## src/rtl/smd_six_button_if.sv

```systemverilog
// ---------------------------------------------------------------------------
// smd_six_button_if
//   Bundle of the signals between a six-button Mega Drive pad encoder and
//   the outside world: console select line, the 12 button levels, the six
//   pad pins and a debug view of the TH fall counter.
//
//   There is no handshake: every signal is a plain level. Inputs may change
//   at any time (asynchronous to clk). Outputs are registered.
//
//   Signals
//     p7                  TH select from the console
//     up,dw,lf,rg         d-pad, 0 = pressed
//     a,b,c,st            A, B, C, Start, 0 = pressed
//     x,y,z,md            X, Y, Z, Mode, 0 = pressed
//     p[5:0]              pad pins {pin1,pin2,pin3,pin4,pin6,pin9}
//     dbg_f[2:0]          current TH fall count (0..5)
//
//   Modports
//     master  drives p7 and the buttons, observes p and dbg_f
//     slave   the encoder: samples p7 and buttons, drives p and dbg_f
// ---------------------------------------------------------------------------
interface smd_six_button_if;
    logic       p7;
    logic       up;
    logic       dw;
    logic       lf;
    logic       rg;
    logic       a;
    logic       b;
    logic       c;
    logic       st;
    logic       x;
    logic       y;
    logic       z;
    logic       md;
    logic [5:0] p;
    logic [2:0] dbg_f;

    modport master (
        output p7, up, dw, lf, rg, a, b, c, st, x, y, z, md,
        input  p, dbg_f
    );

    modport slave (
        input  p7, up, dw, lf, rg, a, b, c, st, x, y, z, md,
        output p, dbg_f
    );
endinterface

```

## src/rtl/smd_six_button.sv

```systemverilog
// ---------------------------------------------------------------------------
// smd_six_button
//   Sega Mega Drive six-button pad encoder. The console toggles TH (p7) and
//   reads the six data pins; the number of TH falling edges since the last
//   idle timeout selects between 3-button data, the 6-button ID nibble,
//   the extended X/Y/Z/Mode data and the post-extended all-ones nibble.
//
//   Ports
//     clk     in   system clock, all logic on the rising edge
//     rst_n   in   synchronous, active-low reset
//     pad     if   smd_six_button_if.slave: p7 and buttons in, p and dbg_f out
//
//   Parameters
//     CLK_HZ      system clock frequency in Hz
//     TIMEOUT_US  TH-idle time that restarts the edge sequence
// ---------------------------------------------------------------------------
module smd_six_button #(
    parameter int CLK_HZ     = 10_000_000,
    parameter int TIMEOUT_US = 1500
) (
    input  logic                  clk,
    input  logic                  rst_n,
    smd_six_button_if.slave       pad
);

    localparam int TO_CYCLES = CLK_HZ / 1_000_000 * TIMEOUT_US;
    localparam int IDLE_W    = (TO_CYCLES > 2) ? $clog2(TO_CYCLES) : 1;
    localparam logic [IDLE_W-1:0] IDLE_MAX = IDLE_W'(TO_CYCLES - 1);

    // Fall-count state. F5 is the saturated state: it shows 3-button rows
    // until an idle timeout brings the sequence back to F0.
    typedef enum logic [2:0] {
        F0 = 3'd0,
        F1 = 3'd1,
        F2 = 3'd2,
        F3 = 3'd3,
        F4 = 3'd4,
        F5 = 3'd5
    } f_state_t;

    // Synchronizers. Reset value 1 = released button / TH high.
    logic              r_th_s1;
    logic              r_th_s;
    logic              r_th_prev;
    logic [11:0]       r_btn_s1;
    logic [11:0]       r_btn_s;

    logic [IDLE_W-1:0] r_idle;
    f_state_t          r_f;
    f_state_t          w_f_next;
    logic [5:0]        r_p;
    logic [5:0]        w_p_next;

    logic              w_edge;
    logic              w_fall;
    logic              w_timeout;
    logic [11:0]       w_btn_raw;

    logic w_up, w_dw, w_lf, w_rg, w_a, w_b, w_c, w_st, w_x, w_y, w_z, w_md;

    assign w_btn_raw = {pad.up, pad.dw, pad.lf, pad.rg,
                        pad.a,  pad.b,  pad.c,  pad.st,
                        pad.x,  pad.y,  pad.z,  pad.md};

    assign {w_up, w_dw, w_lf, w_rg, w_a, w_b, w_c, w_st,
            w_x, w_y, w_z, w_md} = r_btn_s;

    assign w_edge    = r_th_s != r_th_prev;
    assign w_fall    = r_th_prev & ~r_th_s;
    assign w_timeout = r_idle == IDLE_MAX;

    always_ff @(posedge clk) begin
        if (!rst_n) begin
            r_th_s1   <= 1'b1;
            r_th_s    <= 1'b1;
            r_th_prev <= 1'b1;
            r_btn_s1  <= '1;
            r_btn_s   <= '1;
        end else begin
            r_th_s1   <= pad.p7;
            r_th_s    <= r_th_s1;
            r_th_prev <= r_th_s;
            r_btn_s1  <= w_btn_raw;
            r_btn_s   <= r_btn_s1;
        end
    end

    // Idle counter: cleared by any TH edge, otherwise counts up and parks at
    // IDLE_MAX so the timeout stays asserted instead of wrapping.
    always_ff @(posedge clk) begin
        if (!rst_n) begin
            r_idle <= '0;
        end else if (w_edge) begin
            r_idle <= '0;
        end else if (!w_timeout) begin
            r_idle <= r_idle + IDLE_W'(1);
        end
    end

    // State and output registers.
    always_ff @(posedge clk) begin
        if (!rst_n) begin
            r_f <= F0;
            r_p <= 6'b111111;
        end else begin
            r_f <= w_f_next;
            r_p <= w_p_next;
        end
    end

    // Next fall count. An edge in the same cycle as the timeout wins, since
    // the timeout test only runs in the no-edge branch.
    always_comb begin
        w_f_next = r_f;
        if (w_edge) begin
            if (w_fall && (r_f != F5)) begin
                w_f_next = f_state_t'(r_f + 3'd1);
            end
        end else if (w_timeout) begin
            w_f_next = F0;
        end
    end

    // Output row selected from the synchronized TH level and the fall count
    // that will be in effect after this edge, so p and f update together.
    always_comb begin
        w_p_next = {w_up, w_dw, w_lf, w_rg, w_b, w_c};
        if (r_th_s) begin
            if (w_f_next == F3) begin
                w_p_next = {w_z, w_y, w_x, w_md, w_b, w_c};
            end
        end else begin
            case (w_f_next)
                F3:      w_p_next = {4'b0000, w_a, w_st};
                F4:      w_p_next = {4'b1111, w_a, w_st};
                default: w_p_next = {w_up, w_dw, 2'b00, w_a, w_st};
            endcase
        end
    end

    assign pad.p     = r_p;
    assign pad.dbg_f = r_f;

endmodule

```

## src/flat_wrapper.sv

```systemverilog
// flat-port wrapper written by rule: the top's interface ports become plain ports
module smd_six_button_flat 
#(
    parameter int CLK_HZ     = 10_000_000,
    parameter int TIMEOUT_US = 1500
)
  (clk, rst_n, pad_p7, pad_up, pad_dw, pad_lf, pad_rg, pad_a, pad_b, pad_c, pad_st, pad_x, pad_y, pad_z, pad_md, pad_p, pad_dbg_f);
  smd_six_button_if pad_i ();
  input  logic clk;
  input  logic rst_n;
  input wire logic [$bits(pad_i.p7)-1:0] pad_p7;
  input wire logic [$bits(pad_i.up)-1:0] pad_up;
  input wire logic [$bits(pad_i.dw)-1:0] pad_dw;
  input wire logic [$bits(pad_i.lf)-1:0] pad_lf;
  input wire logic [$bits(pad_i.rg)-1:0] pad_rg;
  input wire logic [$bits(pad_i.a)-1:0] pad_a;
  input wire logic [$bits(pad_i.b)-1:0] pad_b;
  input wire logic [$bits(pad_i.c)-1:0] pad_c;
  input wire logic [$bits(pad_i.st)-1:0] pad_st;
  input wire logic [$bits(pad_i.x)-1:0] pad_x;
  input wire logic [$bits(pad_i.y)-1:0] pad_y;
  input wire logic [$bits(pad_i.z)-1:0] pad_z;
  input wire logic [$bits(pad_i.md)-1:0] pad_md;
  output wire logic [$bits(pad_i.p)-1:0] pad_p;
  output wire logic [$bits(pad_i.dbg_f)-1:0] pad_dbg_f;
  assign pad_i.p7 = pad_p7;
  assign pad_i.up = pad_up;
  assign pad_i.dw = pad_dw;
  assign pad_i.lf = pad_lf;
  assign pad_i.rg = pad_rg;
  assign pad_i.a = pad_a;
  assign pad_i.b = pad_b;
  assign pad_i.c = pad_c;
  assign pad_i.st = pad_st;
  assign pad_i.x = pad_x;
  assign pad_i.y = pad_y;
  assign pad_i.z = pad_z;
  assign pad_i.md = pad_md;
  assign pad_p = pad_i.p;
  assign pad_dbg_f = pad_i.dbg_f;
  smd_six_button #(.CLK_HZ(CLK_HZ), .TIMEOUT_US(TIMEOUT_US)) u_core (.clk(clk), .rst_n(rst_n), .pad(pad_i));
endmodule
```

## config.mk

```make
export PLATFORM = sky130hd
export DESIGN_NAME = smd_six_button_flat
export DESIGN_NICKNAME = d
export VERILOG_FILES = /design/src/rtl/smd_six_button_if.sv /design/src/rtl/smd_six_button.sv /design/src/flat_wrapper.sv
export SDC_FILE = /design/constraint.sdc
export NUM_CORES = 1
export LEC_CHECK = 0
export BUFFER_PORTS_ARGS = -buffer_cell sky130_fd_sc_hd__buf_2
export CAP_MARGIN = 10
export CORE_ASPECT_RATIO = 1.5
export CORE_MARGIN = 4
export CORE_UTILIZATION = 39
export CTS_CLUSTER_SIZE = 8
export DETAILED_ROUTE_END_ITERATION = 10
export PLACE_DENSITY_LB_ADDON = 0.25
export SLEW_MARGIN = 10
export SYNTH_ARGS = -nofsm -noshare
export SYNTH_HDL_FRONTEND = slang
export SYNTH_SLANG_ARGS = --single-unit
```

## constraint.sdc

```tcl
create_clock -name clk -period 2.1 [get_ports clk]
set_input_delay 0.105 -clock clk [delete_from_list [all_inputs] [get_ports clk]]
set_output_delay 0.105 -clock clk [all_outputs]
set_load 0.1 [all_outputs]
```

==> key figures, run 1 <==
Clocking
  – Clock-pin slew on the worst setup and hold paths: 90 ps
  – Root Buffer: clkbuf_8
  – CTS HTree Levels: 2
  – Clk Latency, worst-skew pair: 300 ps
  – TritonCTS sink count: 50
  – CTS buffer count: 5
  – CTS tree: yes
  – Max clock buf depth: 2

Timing
  – Slew @ Worst Pin: 516 ps
  – Fin crit share: 95.3%
  – # setup viols final: 0
  – Worst slew margin: 65.5%
  – Final Max Tran Viols: 0
  – Period minus WS final: 2000 ps
  – Layout Skew: 5.51 ps
  – Final Hold Vio Count: 0
  – Fmax: 500 MHz
  – Final WS setup: 99.6 ps

Route
  – First-pass DRT Iterations: 4
  – Wire length per cell: 11.5 um
  – Final ANT Viol Nets: 0
  – Via count: 1384
  – DRT Wirelength: 3450 um
  – DR vias/cell: 4.61
  – First DRT Iteration DRCs: 54
  – DRC Markers: 0

Worst hold path
  – Worst hold-check path type: in2reg

Synthesis
  – Post-synthesis simple-gate area fraction: 25.6%
  – Adder-cell area share of the yosys netlist: 2.59%
  – Mapped Area: 0.00193 sq mm
  – Post-synthesis mux area share: 2.66%
  – Compound-gate portion of the synthesized area: 9.34%
  – Syn avg cell area: 10.2 sq um
  – Post-synthesis cell type count: 41
  – Main combinational cell family by area after synthesis: simple AND/OR/NAND/NOR gates
  – Post-synthesis sequential area ratio: 51.9%
  – Post-synth net total: 209
  – Synth warn: 0
  – Synthesized flop and latch total: 50
  – Post-Synth XOR/XNOR Area: 4.54%
  – Post-Synthesis Cells: 190

Flow run
  – Max Cap Violations: 0

Placed design
  – Dpl ws: 17.1 ps
  – Hpwl dp: 2350 um
  – Post-Place Cells: 277
  – GPL Wtd Cong: 0.752
  – Buffers on Ports: 23

Global route
  – Initial antenna violation count: 0
  – First-pass GRT wire length: 6020 um
  – Largest net degree at the start of global routing: 22
  – Grt total ovfl: 0
  – Number of global-route vias before repair: 1365
  – GRT Total Usage: 12.8%

Critical path
  – Worst setup SP type: register
  – Worst Path Arrival: 2220 ps
  – Maximum fanout along the worst path: 7
  – Crit end category: register
  – Required @ worst endpoint: 2320 ps
  – WS Path Type: reg2reg

Floorplan
  – Cell Rows: 31
  – IO Pins: 24
  – Die Ht: 94.1 um
  – Core area: 0.00481 sq mm
  – Initial Util: 40.1%
  – Die X: 65.4 um
  – Die area: 0.00616 sq mm

Cells and area
  – Area of the multi-input gates: 888 sq um
  – Area delta synth->final: 24.4%
  – Fill cells: 471
  – Nets: 252
  – Share of cells above drive strength 1: 23.9%
  – Antenna cells: 0
  – Final Non-Filler Cells: 300
  – Commonest non-fill, non-tap cell in the layout: dfxtp_1
  – Most frequent cells in the layout: dfxtp_1, nand2b_1, buf_2
  – Reg area: 0.00101 sq mm

Pwr
  – Pwr/cell area: 699 mW/mm^2
  – Power, Total: 1.68 mW
  – Leakage: 0.940 nW
  – VDD IR-drop max: 0.000463 V

Status
  – Status: finished, final reports clean
-- final timing paths --
check | startpoint | end | slack (ps) | cells past startpoint
setup reg to reg | u_core.r_th_s | u_core.pad.p[2] | 100 | 7
setup / recovery | u_core.r_th_s | u_core.pad.p[2] | 100 | 7
hold / removal | rst_n | u_core.pad.p[0] | 140 | 2
hold reg to reg | u_core.r_btn_s1[9] | u_core.r_btn_s[9] | 410 | 1
-- area by class of cell --
| type | instances | share of cell area, % |
|---|---|---|
| clock buffers | 6 | 3.02 |
| clock inverters | 2 | 0.574 |
| multi-input cells | 126 | 37.0 |
| flip-flops and latches | 50 | 42.1 |
| well taps | 66 | 3.44 |
| inverters | 5 | 0.782 |
| repair buffers | 45 | 13.0 |
-- synth_stat cells, drive strengths merged --
| master | count | share of area [%] |
|---|---|---|
| nor2b | 2 | 0.65 |
| or3 | 5 | 1.6 |
| and2 | 3 | 1.1 |
| o211ai | 2 | 0.78 |
| a2111oi | 2 | 0.91 |
| xor2 | 5 | 2.3 |
| xnor2 | 5 | 2.3 |
| or4bb | 1 | 0.58 |
| nor2 | 15 | 2.9 |
| nor4 | 2 | 1.4 |
| a21oi | 4 | 1.0 |
| o22ai | 1 | 1.0 |
| mux2 | 1 | 0.58 |
| a21bo | 1 | 0.52 |
| nand2b | 30 | 9.7 |
| o21ai | 3 | 0.78 |
| nand3b | 1 | 0.39 |
| nand3 | 7 | 2.1 |
| ha | 4 | 2.6 |
| nand2 | 10 | 1.9 |
| o21a | 1 | 0.39 |
| inv | 5 | 0.97 |
| and4 | 1 | 0.45 |
| mux2i | 4 | 2.1 |
| a21boi | 2 | 0.78 |
| clkbuf | 6 | 1.2 |
| a32oi | 4 | 1.8 |
| nor3b | 1 | 0.39 |
| a211oi | 1 | 0.39 |
| nand4 | 1 | 0.32 |
| dfxtp | 50 | 52 |
| buf | 3 | 1.2 |
| o22a | 1 | 0.91 |
| nor3 | 5 | 1.3 |
| or4b | 1 | 0.71 |
-- cells by family (layout without fill, tap and decap cells) --
logic type	after synthesis	count (layout)
buf+inv	14	58
fa+ha+maj	4	4
compound gates	22	22
simple gates	85	85
flops	50	50
mux	5	5
xor+xnor	10	10
-- worst max-delay path, cell delays in order, from the launching register on --
cell	delay (ps)
dfxtp_1	330
inv_1	50
ha_1	280
nand3b_1	180
mux2i_2	280
o21ai_2	170
or3_1	400
a32oi_1	220
-- power breakdown --
part | internal [mW] | total (mW) | switching (mW)
clock | 0.236 | 0.550 | 0.314
combinational | 0.0601 | 0.140 | 0.0796
sequential | 0.978 | 0.988 | 0.0107
-- registers in the layout, summed over array words and instances (netlist names) --
signal            cells
u_core.r_th_s         1
u_core.r_th_s1        1
u_core.r_btn_s       12
u_core.pad.p          6
u_core.r_btn_s1      12
u_core.r_th_prev      1
u_core.r_idle        14
u_core.pad.dbg_f      3
-- through the flow --
step	hold WS (ps)	instance area, sq um	setup TNS [ps]	utilization, %
2_1_floorplan	206	1960	0	-
3_5_place_dp	288	2150	0	44.7
3_3_place_gp	285	2150	0	44.7
5_1_grt	160	2400	-22.4	49.9
6_report	137	2400	0	49.9
4_1_cts	136	2370	0	49.2
-- metal layers --
| metal | track usage (%) | part of all wire [%] | up-vias |
|---|---|---|---|
| met5 | 0 | 0 | - |
| met4 | 7.61 | 2.6 | 0 |
| met3 | 3.11 | 3.2 | 7 |
| met2 | 23.5 | 55 | 19 |
| met1 | 12.7 | 39 | 633 |
| li1 | - | - | 725 |
-- what timing repair did --
item                       CTS  global route
hold endpoints to repair    13             0
pin swaps                    0             4
setup endpoints to repair    1             4
hold buffers                13             0
resized for setup            1             7
buffers inserted             0             2
gates cloned                 0             0
Power figures use the tool's default switching activity.
==> inputs of run 2 (changes only) <==
Settings changed: CORE_UTILIZATION 39 to 50.
==> run 2 against run 1 <==
The flow now finishes with violations (negative hold slack); non-clock buffer count is 3 lower; combinational power is essentially flat; clock-buffer cell count is 1 higher; global-route usage increased by 3.4 points; clock power is 2% higher; critical path type unchanged; critical endpoint is now u_core.pad.p[4]; largest power group unchanged.
==> key figures, run 2 (synthesis gave the netlist of run 1 again) <==
Cells and area
  – Post-layout util: 64.3% (+14 points)
  – Fill cells: 290 (-38%)
  – Top Registers: u_core.r_idle (14), u_core.r_btn_s1 (12), u_core.r_btn_s (12)
  – Max FFs per register: 14 (unchanged)
  – Most frequent cells in the layout: dfxtp_1, nand2b_1, buf_2
  – Reg area: 0.00101 sq mm (unchanged)
  – Share of cells above drive strength 1: 23.4% (-0.56 points)
  – Nets: 249 (-1.2%)
  – Antenna cells: 0 (unchanged)
  – Cell area after layout: 0.00237 sq mm (-1.4%)
  – Area of the multi-input gates: 903 sq um (+1.7%)
  – Top reg by flops: u_core.r_idle
  – Area delta synth->final: 22.6%
  – Commonest non-fill, non-tap cell in the layout: dfxtp_1

Global route
  – GRT Total Usage: 16.2% (+3.4 points)
  – Largest net degree at the start of global routing: 29 (+32%)
  – Number of global-route vias before repair: 1433 (+5.0%)
  – First-pass GRT wire length: 6310 um (+4.8%)
  – Initial antenna violation count: 0 (unchanged)
  – Grt total ovfl: 0 (unchanged)

Clocking
  – Max clock buf depth: 2 (unchanged)
  – CTS tree: yes
  – Clk Latency, worst-skew pair: 300 ps (about the same)
  – Post-CTS Setup Inserts: 0 (unchanged)
  – CTS buffer count: 5 (unchanged)
  – Clock-pin slew on the worst setup and hold paths: 90 ps (about the same)
  – CTS HTree Levels: 2 (unchanged)
  – TritonCTS sink count: 50 (unchanged)
  – Root Buffer: clkbuf_8

Critical path
  – Worst Setup SP: u_core.pad.dbg_f[1]
  – Worst Path Arrival: 2210 ps (about the same)
  – Crit-path slowest cell: dfxtp_4
  – Critical path endpoint: u_core.pad.p[4]
  – Crit-path leading delay family: compound AO/OA/AOI/OAI gates
  – WS Path Type: reg2reg
  – CP Cell Sequence: inv_1, ha_1, a21bo_2, mux2_4, o22a_4, or3_1, a32oi_1
  – CP peak stage delay: 370 ps (-30 ps)
  – Required @ worst endpoint: 2330 ps (about the same)
  – FF-to-FF path depth: 7 (unchanged)
  – Critical Path Stages: 7 (unchanged)
  – Worst r2r src: u_core.pad.dbg_f[1]
  – RR Endpoint: u_core.pad.p[4]
  – Crit end category: register
  – Flop2flop setup slack: 120 ps (+20 ps)
  – Maximum fanout along the worst path: 4 (-3)
  – Buffer and inverter count on the worst path: 1 (unchanged)
  – Worst setup SP type: register

Route
  – First DRT Iteration DRCs: 37 (-31%)
  – DR vias/cell: 5.14 (+11%)
  – DRC Markers: 0 (unchanged)
  – Final ANT Viol Nets: 0 (unchanged)
  – DRT Wirelength: 3360 um (-2.7%)
  – First-pass DRT Iterations: 4 (unchanged)
  – Via count: 1409 (+1.8%)
  – Wire length per cell: 12.3 um (+6.6%)

Pwr
  – Sw Share: 22.8% (-1.3 points)
  – NetSw: 0.386 mW (-4.6%)
  – Clk pwr share: 33.1% (+0.3 points)
  – Pwr/cell area: 714 mW/mm^2 (+2.1%)
  – Reg power frac: 58.5% (-0.4 points)
  – Comb power frac: 8.4% (about the same)
  – P_int: 1.30 mW (+2.4%)
  – Leakage: 0.930 nW (-1.1%)
  – VDD IR-drop max: 0.000566 V (+22%)

Floorplan
  – Die Ht: 84.1 um (-11%)
  – Core area: 0.00368 sq mm (-23%)
  – Die X: 58.7 um (-10%)
  – Cell Rows: 27 (-13%)
  – Die area: 0.00494 sq mm (-20%)
  – IO Pins: 24 (unchanged)
  – Initial Util: 52.4% (+12 points)

Timing
  – Layout Skew: 5.71 ps (+0.205 ps)
  – Worst hold slack: -1.67 ps (-138 ps)
  – Setup tns final: 0 ps (unchanged)
  – Period minus WS final: 1980 ps (-16.8 ps)
  – Fin crit share: 94.5% (-0.80 points)
  – Slew @ Worst Pin: 500 ps (-15.7 ps)
  – # setup viols final: 0 (unchanged)
  – Final Hold Vio Count: 1 (+1)
  – Fmax: 504 MHz (+0.85%)
  – RSZ-0062 raised after global routing: no
  – Worst slew margin: 66.6% (+1.0 points)
  – Final Max Tran Viols: 0 (unchanged)

Status
  – Status: finished, violations left
  – Violated checks: negative hold slack

Worst hold path
  – Worst hold-check path type: in2reg

Flow run
  – Max Cap Violations: 0 (unchanged)

Placed design
  – Buffers on Ports: 23 (unchanged)
  – Dpl cell area: 0.00212 sq mm (-1.3%)
  – GPL Wtd Cong: 0.899 (+19%)
  – Hpwl dp: 2360 um (+0.34%)
-- run 2: layout make-up --
type | count | share of cell area, %
inverter | 5 | 0.793
clock buffer | 7 | 3.65
multi-input combinational | 126 | 38.2
clock inverter | 1 | 0.212
timing repair buffer | 42 | 12.2
sequential | 50 | 42.7
tap | 43 | 2.27
-- run 2: worst min-delay path by stage --
stage	startpoint	end	slack, ps	depth (start not counted)
6_report	pad_b	u_core.r_btn_s1[6]	-2	2
5_1_grt	pad_b	u_core.r_btn_s1[6]	2	2
4_1_cts	pad_b	u_core.r_btn_s1[6]	2	2
3_5_place_dp	pad_dw	u_core.r_btn_s1[10]	290	2
3_3_place_gp	pad_y	u_core.r_btn_s1[2]	280	2
2_1_floorplan	pad_md	u_core.r_btn_s1[0]	210	1
-- run 2: metal layers --
| metal | up-vias | routed length (um) | track usage (%) | share of wire (%) |
|---|---|---|---|---|
| li1 | 717 | - | - | - |
| met1 | 661 | 1310 | 17.6 | 39 |
| met2 | 22 | 1850 | 28.7 | 55 |
| met3 | 9 | 114 | 4.33 | 3.4 |
| met4 | 0 | 80 | 6.39 | 2.4 |
| met5 | - | 0 | 0 | 0 |
-- run 2: metrics by stage --
| step | total power, mW | worst slack (ps) | hold slack [ps] | cells |
|---|---|---|---|---|
| floorplan | 1.10 | 10.5 | 206 | 190 |
| global placement | 1.13 | 189 | 285 | 254 |
| detailed placement | 1.13 | 105 | 288 | 254 |
| CTS | 1.70 | 80.8 | 2.36 | 274 |
| global route | 1.76 | 3.49 | 1.95 | 274 |
| finish | 1.69 | 116 | -1.67 | 274 |
-- run 2: power groups by stage --
| stage | clock [mW] | combinational (mW) | sequential [mW] |
|---|---|---|---|
| floorplan | 0 | 0.0632 | 1.04 |
| global placement | 0 | 0.117 | 1.01 |
| detailed placement | 0 | 0.122 | 1.01 |
| CTS | 0.570 | 0.140 | 0.989 |
| global route | 0.610 | 0.156 | 0.993 |
| finish | 0.559 | 0.141 | 0.989 |
-- run 2: what timing repair did --
item	CTS	global route
hold buffers	12	0
hold endpoints to repair	12	0
gates resized for setup	0	8
setup endpoints to repair	0	4
